==> src/rtl/fifo_rd_sched_pkg.sv <==
// Shared definitions for the UART TX FIFO read-side scheduler:
// FSM state encoding and the default widths.
package fifo_rd_sched_pkg;

   localparam int DEF_D_WIDTH = 8;
   localparam int DEF_GAP_W   = 8;
   localparam int DEF_CNT_W   = 16;

   typedef enum logic [2:0] {
      ST_IDLE      = 3'd0,
      ST_POP       = 3'd1,
      ST_SEND      = 3'd2,
      ST_WAIT_BUSY = 3'd3,
      ST_WAIT_DONE = 3'd4,
      ST_GAP       = 3'd5
   } state_t;

endpackage

==> src/rtl/fifo_rd_sched.sv <==
// Read-domain scheduler: pops one FIFO word, hands it to UART TX with a valid
// pulse, follows the transmitter's busy cycle, then waits out the inter-frame gap.
module fifo_rd_sched
   import fifo_rd_sched_pkg::*;
#(
   parameter int D_WIDTH = DEF_D_WIDTH,
   parameter int GAP_W   = DEF_GAP_W,
   parameter int CNT_W   = DEF_CNT_W
) (
   input  logic               r_clk,
   input  logic               rrst_n,
   input  logic               en,
   input  logic [GAP_W-1:0]   gap_cfg,
   input  logic               r_empty,
   input  logic [D_WIDTH-1:0] rd_data,
   output logic               r_inc,
   input  logic               tx_busy,
   output logic [D_WIDTH-1:0] tx_data,
   output logic               tx_valid,
   output logic               active,
   output logic [CNT_W-1:0]   frame_cnt
);

   state_t             r_state;
   logic [GAP_W-1:0]   r_gap_cnt;
   logic               r_pop;
   logic               r_tx_valid;
   logic               r_active;
   logic [D_WIDTH-1:0] r_tx_data;
   logic [CNT_W-1:0]   r_frame_cnt;

   // r_empty lags a pop by one cycle; it is only looked at in IDLE, which is
   // always at least three cycles after the pop strobe.
   always_ff @(posedge r_clk or negedge rrst_n) begin
      if (!rrst_n) begin
         r_state     <= ST_IDLE;
         r_gap_cnt   <= '0;
         r_pop       <= 1'b0;
         r_tx_valid  <= 1'b0;
         r_active    <= 1'b0;
         r_tx_data   <= '0;
         r_frame_cnt <= '0;
      end else begin
         r_pop      <= 1'b0;
         r_tx_valid <= 1'b0;
         case (r_state)
            ST_IDLE: begin
               if (en && !r_empty && !tx_busy) begin
                  r_tx_data <= rd_data;
                  r_pop     <= 1'b1;
                  r_active  <= 1'b1;
                  r_state   <= ST_POP;
               end
            end
            ST_POP: begin
               r_tx_valid <= 1'b1;
               r_state    <= ST_SEND;
            end
            ST_SEND: begin
               r_frame_cnt <= r_frame_cnt + CNT_W'(1);
               r_state     <= ST_WAIT_BUSY;
            end
            ST_WAIT_BUSY: begin
               if (tx_busy) begin
                  r_state <= ST_WAIT_DONE;
               end
            end
            ST_WAIT_DONE: begin
               if (!tx_busy) begin
                  if (gap_cfg == '0) begin
                     r_active <= 1'b0;
                     r_state  <= ST_IDLE;
                  end else begin
                     // gap_cfg-1 down to 0 inclusive gives gap_cfg idle cycles
                     r_gap_cnt <= gap_cfg - GAP_W'(1);
                     r_state   <= ST_GAP;
                  end
               end
            end
            ST_GAP: begin
               if (r_gap_cnt == '0) begin
                  r_active <= 1'b0;
                  r_state  <= ST_IDLE;
               end else begin
                  r_gap_cnt <= r_gap_cnt - GAP_W'(1);
               end
            end
            default: begin
               r_active <= 1'b0;
               r_state  <= ST_IDLE;
            end
         endcase
      end
   end

   assign r_inc     = r_pop;
   assign tx_valid  = r_tx_valid;
   assign tx_data   = r_tx_data;
   assign active    = r_active;
   assign frame_cnt = r_frame_cnt;

endmodule

==> config.mk <==
export PLATFORM = sky130hd
export DESIGN_NAME = fifo_rd_sched
export DESIGN_NICKNAME = d
export VERILOG_FILES = /design/src/rtl/fifo_rd_sched_pkg.sv /design/src/rtl/fifo_rd_sched.sv
export SDC_FILE = /design/constraint.sdc
export NUM_CORES = 1
export LEC_CHECK = 0
export CELL_PAD_IN_SITES_DETAIL_PLACEMENT = 1
export CELL_PAD_IN_SITES_GLOBAL_PLACEMENT = 1
export CORE_ASPECT_RATIO = 1.2
export CORE_MARGIN = 4
export CORE_UTILIZATION = 39
export CTS_BUF_LIST = sky130_fd_sc_hd__clkbuf_8
export DETAILED_ROUTE_END_ITERATION = 10
export MAX_ROUTING_LAYER = met4
export PLACE_DENSITY = 0.87
export SYNTH_ARGS = -nofsm -noshare
export SYNTH_HDL_FRONTEND = slang
export SYNTH_SLANG_ARGS = --single-unit
==> constraint.sdc <==
create_clock -name r_clk -period 3 [get_ports r_clk]
set_clock_uncertainty 0.2 [all_clocks]
set_input_delay 0.6 -clock r_clk [delete_from_list [all_inputs] [get_ports r_clk]]
set_output_delay 0.6 -clock r_clk [all_outputs]
set_load 0.1 [all_outputs]
After elaboration in Yosys (flattened, before gate mapping). Index checks and enable logic that the tools add are counted.

Flip-flop bits (word level): 38. Input bits: 21. Output and inout port bits: 27. Logic and storage cells: 54.

$add $sub $neg: 3. Equality and inequality tests: 12. Mux-type cells: 18. Bitwise gates (word level): 1. Reduce and logical (&&, ||, !) cells: 13.

Operators by type and width (number): $mux W8 (3); $pmux W3 S6 (1); $add A16 B1 Y16 const B (1); $logic_not A8 Y1 (2); $pmux W8 S2 (1); $sub A8 B1 Y8 const B (2); $mux W3 (5); $ne A2 B2 Y1 const B (7); $reduce_and A4 Y1 (2); $mux W1 (7); $eq A3 B2 Y1 const B (2); $eq A3 B3 Y1 const B (2); $reduce_and A5 Y1 (1); $pmux W1 S4 (1); $eq A3 B1 Y1 const B (1); $logic_not A3 Y1 (1); $reduce_or A3 Y1 (1); $logic_and A1 B1 Y1 (2); $logic_not A1 Y1 (2); $reduce_and A2 Y1 (1); $reduce_bool A2 Y1 (1); $not A1 Y1 (1).

Longest topological paths before layout.
Word-level depth: 5. Depth in mapped cells: 8.

Least setup slack after synthesis. No wires, ideal clock.

Path type: reg2reg. From: register r_state[1]. To: register r_gap_cnt[6]. Library setup time: 122 ps. Arrival time: 2376 ps. Data required time: 2678 ps. Setup slack: 303 ps. Stages on the path, launching flop included: 9. Period minus slack after synthesis: 2697 ps. Cell sequence: dfrtp_1 -> and3b_1 -> clkbuf_1 -> mux2i_1 -> ha_1 -> or4b_2 -> o21ai_0 -> o21ai_0 -> a32o_1.

Longest elaborated chain between the ends: 3. Elaborated cells on any way between the ends: 8.

Ends and longest elaborated chain: start: declaration (line fifo_rd_sched.sv:24) `state_t r_state;`; start signal: assignment (line fifo_rd_sched.sv:36) `r_state <= ST_IDLE;`; start signal: assignment (line fifo_rd_sched.sv:52) `r_state <= ST_POP;`; start signal: assignment (line fifo_rd_sched.sv:57) `r_state <= ST_SEND;`; $eq A3 B3 Y1 (line fifo_rd_sched.sv:46) `case (r_state)`; $ne A2 B2 Y1 (no source line) / $reduce_bool A2 Y1 (equally long branches); $reduce_and A4 Y1 (no source line); end signal: assignment (line fifo_rd_sched.sv:75) `r_gap_cnt <= gap_cfg - GAP_W'(1);`; end signal: assignment (line fifo_rd_sched.sv:85) `r_gap_cnt <= r_gap_cnt - GAP_W'(1);`; end: declaration (line fifo_rd_sched.sv:25) `logic [GAP_W-1:0] r_gap_cnt;`.

Several ways; a longest one is shown, not always the timed one. A chain may end at the register's enable or synchronous reset.

Worst setup path in the final report.
From: input gap_cfg[0]. To: register r_gap_cnt[6].

Longest elaborated chain between the ends: 4. Elaborated cells on any way between the ends: 7.

Ends and longest elaborated chain: start: declaration (line fifo_rd_sched.sv:13) `input logic [GAP_W-1:0] gap_cfg,`; $sub A8 B1 Y8 (line fifo_rd_sched.sv:75); $mux W8 (line fifo_rd_sched.sv:70) `if (gap_cfg == '0) begin`; $mux W8 (line fifo_rd_sched.sv:69) `if (!tx_busy) begin`; $pmux W8 S2 (line fifo_rd_sched.sv:46).

Several ways; a longest one is shown, not always the timed one. The select of a mux whose other input is x is not followed.

==> impl_metrics.csv <==
group,metric,value,unit
clock_tree,cts.reportedPaths.clkPinSlew,0.08,ns
sta,fin_crit,2.606,ns
layout,n_antenna_cell,0,
sta,final_max_slew_viol_count,0,
place,port_buffers,47,
sta,setup_slack,0.3942,ns
sta,clock.fmax,383.8,MHz
yosys,netlist_area,0.001918,sq mm
place,dp_slack,0.09642,ns
global_routing,grt_pass1_vias,1635,
floorplanning,die_h,84.83,um
setup_path,crit_path_start_kind,"input port",
setup_path,path_class,"input port to register",
yosys,synth_area_leaders,"dfrtp_1 50%, mux2_2 5.9%, xnor2_1 4.6%",
yosys,yosysMostFrequentCell,"dfrtp_1",
clock_tree,post_cts_buffers,0,
pwr,power_density,1119,mW/mm^2
sta,relSlewSlack,44.75,%
setup_path,critPathArrivalTime,2.59,ns
sta,final_hold_viol_count,0,
setup_path,endpoint_kind,"register",
yosys,yosysWarnings,0,
setup_path,crit_path_max_incr_delay,0.60,ns
global_routing,grt_max_degree,39,
sta,setup_tns,0,ns
clock_tree,cts.path.max_buffers,2,
floorplanning,rows,27,
global_routing,antenna_found_initial,0,
sta,tightest_slew,0.8287,ns
floorplanning,ioPinCount,48,
yosys,syn_area_per_cell,10.84,sq um
routing,drtAntennaViolNets,0,
yosys,synth_edf_count,0,
routing,wire_per_inst,17.23,um
run_status,status,"finished, final reports clean",
routing,vias,1651,
setup_path,cp_max_fo,5,
job,drv_cap,0,
pwr,total_power,2837,uW
clock_tree,clockRootBuffer,"clkbuf_8",
global_routing,grt_pass1_wl,8252,um
pwr,ir_worst_vdd,0.0008711,V
global_routing,gr-total-overflow,0,
layout,fin_nets,256,
routing,first_pass_iters,4,
sta,period_share,86.86,%
setup_path,crit_required,2.98,ns
clock_tree,clock-sinks,38,
yosys,ys_types,42,
routing,routed_wl,5014,um
clock_tree,clk-insertion-delay-late,0.29,ns
pwr,internal_power,1388,uW
clock_tree,cts.repair.resized,0,
place,gp_congestion,0.8895,
clock_tree,numCtsBuffers,5,
setup_path,crit_family,"simple AND/OR/NAND/NOR gates",
pwr,clockPowerShare,15.7,%
setup_path,cp_num_buf_inv,1,
yosys,netlist.area_leader.share,49.58,%
routing,via_per_inst,5.674,
layout,drive_above_1_share,25.32,%
clock_tree,postCtsHoldBufs,0,
clock_tree,htreeDepth,2,
yosys,yosysTopAreaCell,"dfrtp_1",
yosys,ys_seq_area_share,49.58,%
sta,rsz0062_at_grt,"no",
yosys,synth-seq-cells,38,
sta,setup_violations,0,
routing,detail_route.iter0.violations,81,
worst_hold_path,hp-class,"input port to asynchronous set/reset pin",
setup_path,crit_top_cell,"o21ai_0",
pwr,comb_power_share,54.6,%
pwr,p_leak,0.001134,uW
layout,nFillCells,510,
floorplanning,die_x,72.02,um
layout,area_delta_synth_final,32.16,%
yosys,synth_cells,177,
yosys,dominantRegCellSynth,"dfrtp_1",
setup_path,crit_chain,"clkdlybuf4s50_1 > mux2i_1 > ha_1 > or4b_2 > o21ai_0 > o21ai_0 > a32o_1",
clock_tree,cts_tree,"built",
place,post-place-cells,284,
global_routing,grtUsageTotal,17.84,%
setup_path,cp_slowest_cell,"or4b_2",
pwr,seqPwrFrac,29.6,%
pwr,p_sw,1449,uW
place,place_hpwl,3676,um
yosys,synth_top_cells_by_count,"38 x dfrtp_1, 12 x nand2_1, 10 x mux2_2, 10 x xnor2_1",
floorplanning,core,0.004662,sq mm
yosys,syn_nets,200,
pwr,swShare,51.07,%
routing,drc_errors,0,
floorplanning,die-area,0.006109,sq mm
yosys,async_flop_share,100.0,%
floorplanning,start_util,41.14,%
layout,final_cells,291,
-- metrics by stage --
step / area, sq um / hold slack, ns / utilization, %
final: 2535 / 0.2024 / 54.37
after floorplan: 1918 / 0.1044 / -
after global routing: 2535 / 0.2605 / 54.37
after global placement: 2422 / 0.2634 / 51.96
after detailed placement: 2422 / 0.2716 / 51.96
after CTS: 2535 / 0.2381 / 54.37
-- worst paths after layout --
path	startpoint	endpoint	slack, ns	cells after the start
hold reg to reg	frame_cnt[15]	frame_cnt[15]	0.28	1
setup / recovery	gap_cfg[0]	r_gap_cnt[6]	0.39	7
setup reg to reg	r_state[1]	r_gap_cnt[6]	0.43	7
max in group asynchronous	rrst_n	frame_cnt[2]	1.87	1
min in group r_clk	frame_cnt[15]	frame_cnt[15]	0.28	1
hold / removal	rrst_n	r_gap_cnt[7]	0.20	1
-- cell type report --
class | count | area [sq um] | area share, %
inverter | 4 | 15.01 | 0.5923
multi-input combinational | 128 | 918.4 | 36.23
clock buffer | 6 | 82.58 | 3.258
sequential | 38 | 950.9 | 37.51
tap | 58 | 72.57 | 2.863
timing repair buffer | 56 | 465.4 | 18.36
clock inverter | 1 | 30.03 | 1.185
-- sequential cells by signal, summed over array words and instances, names as in the netlist --
register and flops:
active 1, r_state 3, r_inc 1, tx_data 8, frame_cnt 16, tx_valid 1
r_gap_cnt 8
-- per-layer routing --
metal  vias up  share of wire (%)  wire length, um  track usage (%)
li1        771                  -                -                -
met5         -                  0                0                -
met1       831                 45             2276            23.81
met2        44                 49             2481            26.92
met4         0                1.1               53            5.641
met3         5                4.0              202            4.028
-- cell families (layout without fill, tap and decap cells) --
family                   Yosys count  in the layout  synth area share [%]
XOR/XNOR                          16             16                 7.306
buffers and inverters             11             67                 2.544
adder cells (fa/ha/maj)            2              2                 1.304
AND/OR/NAND/NOR                   65             65                 19.05
flip-flops                        38             38                 49.58
multiplexers                      13             13                 7.697
AO/OA/AOI/OAI                     32             32                 12.52
-- placed cells by master, fill, tap and decap left out, types with 3 or more instances in the layout --
cell             netlist  layout
nand2_1               12      12
a32o_1                 6       6
clkdlybuf4s50_1        0      19
or3_1                  3       3
mux2_2                10      10
dfrtp_1               38      38
and3_1                 4       4
nand3_1                9       9
or4_1                  4       4
inv_1                  4       4
nor2_1                 7       7
xnor2_1               10      10
buf_4                  0      36
xor2_1                 6       6
nor3_1                 9       9
a21oi_1                3       3
o21ai_0                9       9
clkbuf_8               0       6
nor3b_1                3       3
-- power groups by stage --
stage | registers (uW) | logic, uW | clock network (uW)
3_5_place_dp | 849 | 1550 | 0
6_report | 840 | 1550 | 446
4_1_cts | 840 | 1560 | 460
2_1_floorplan | 1590 | 438 | 0
3_3_place_gp | 839 | 1530 | 0
5_1_grt | 874 | 1620 | 487
(Power assumes the default switching activity.)
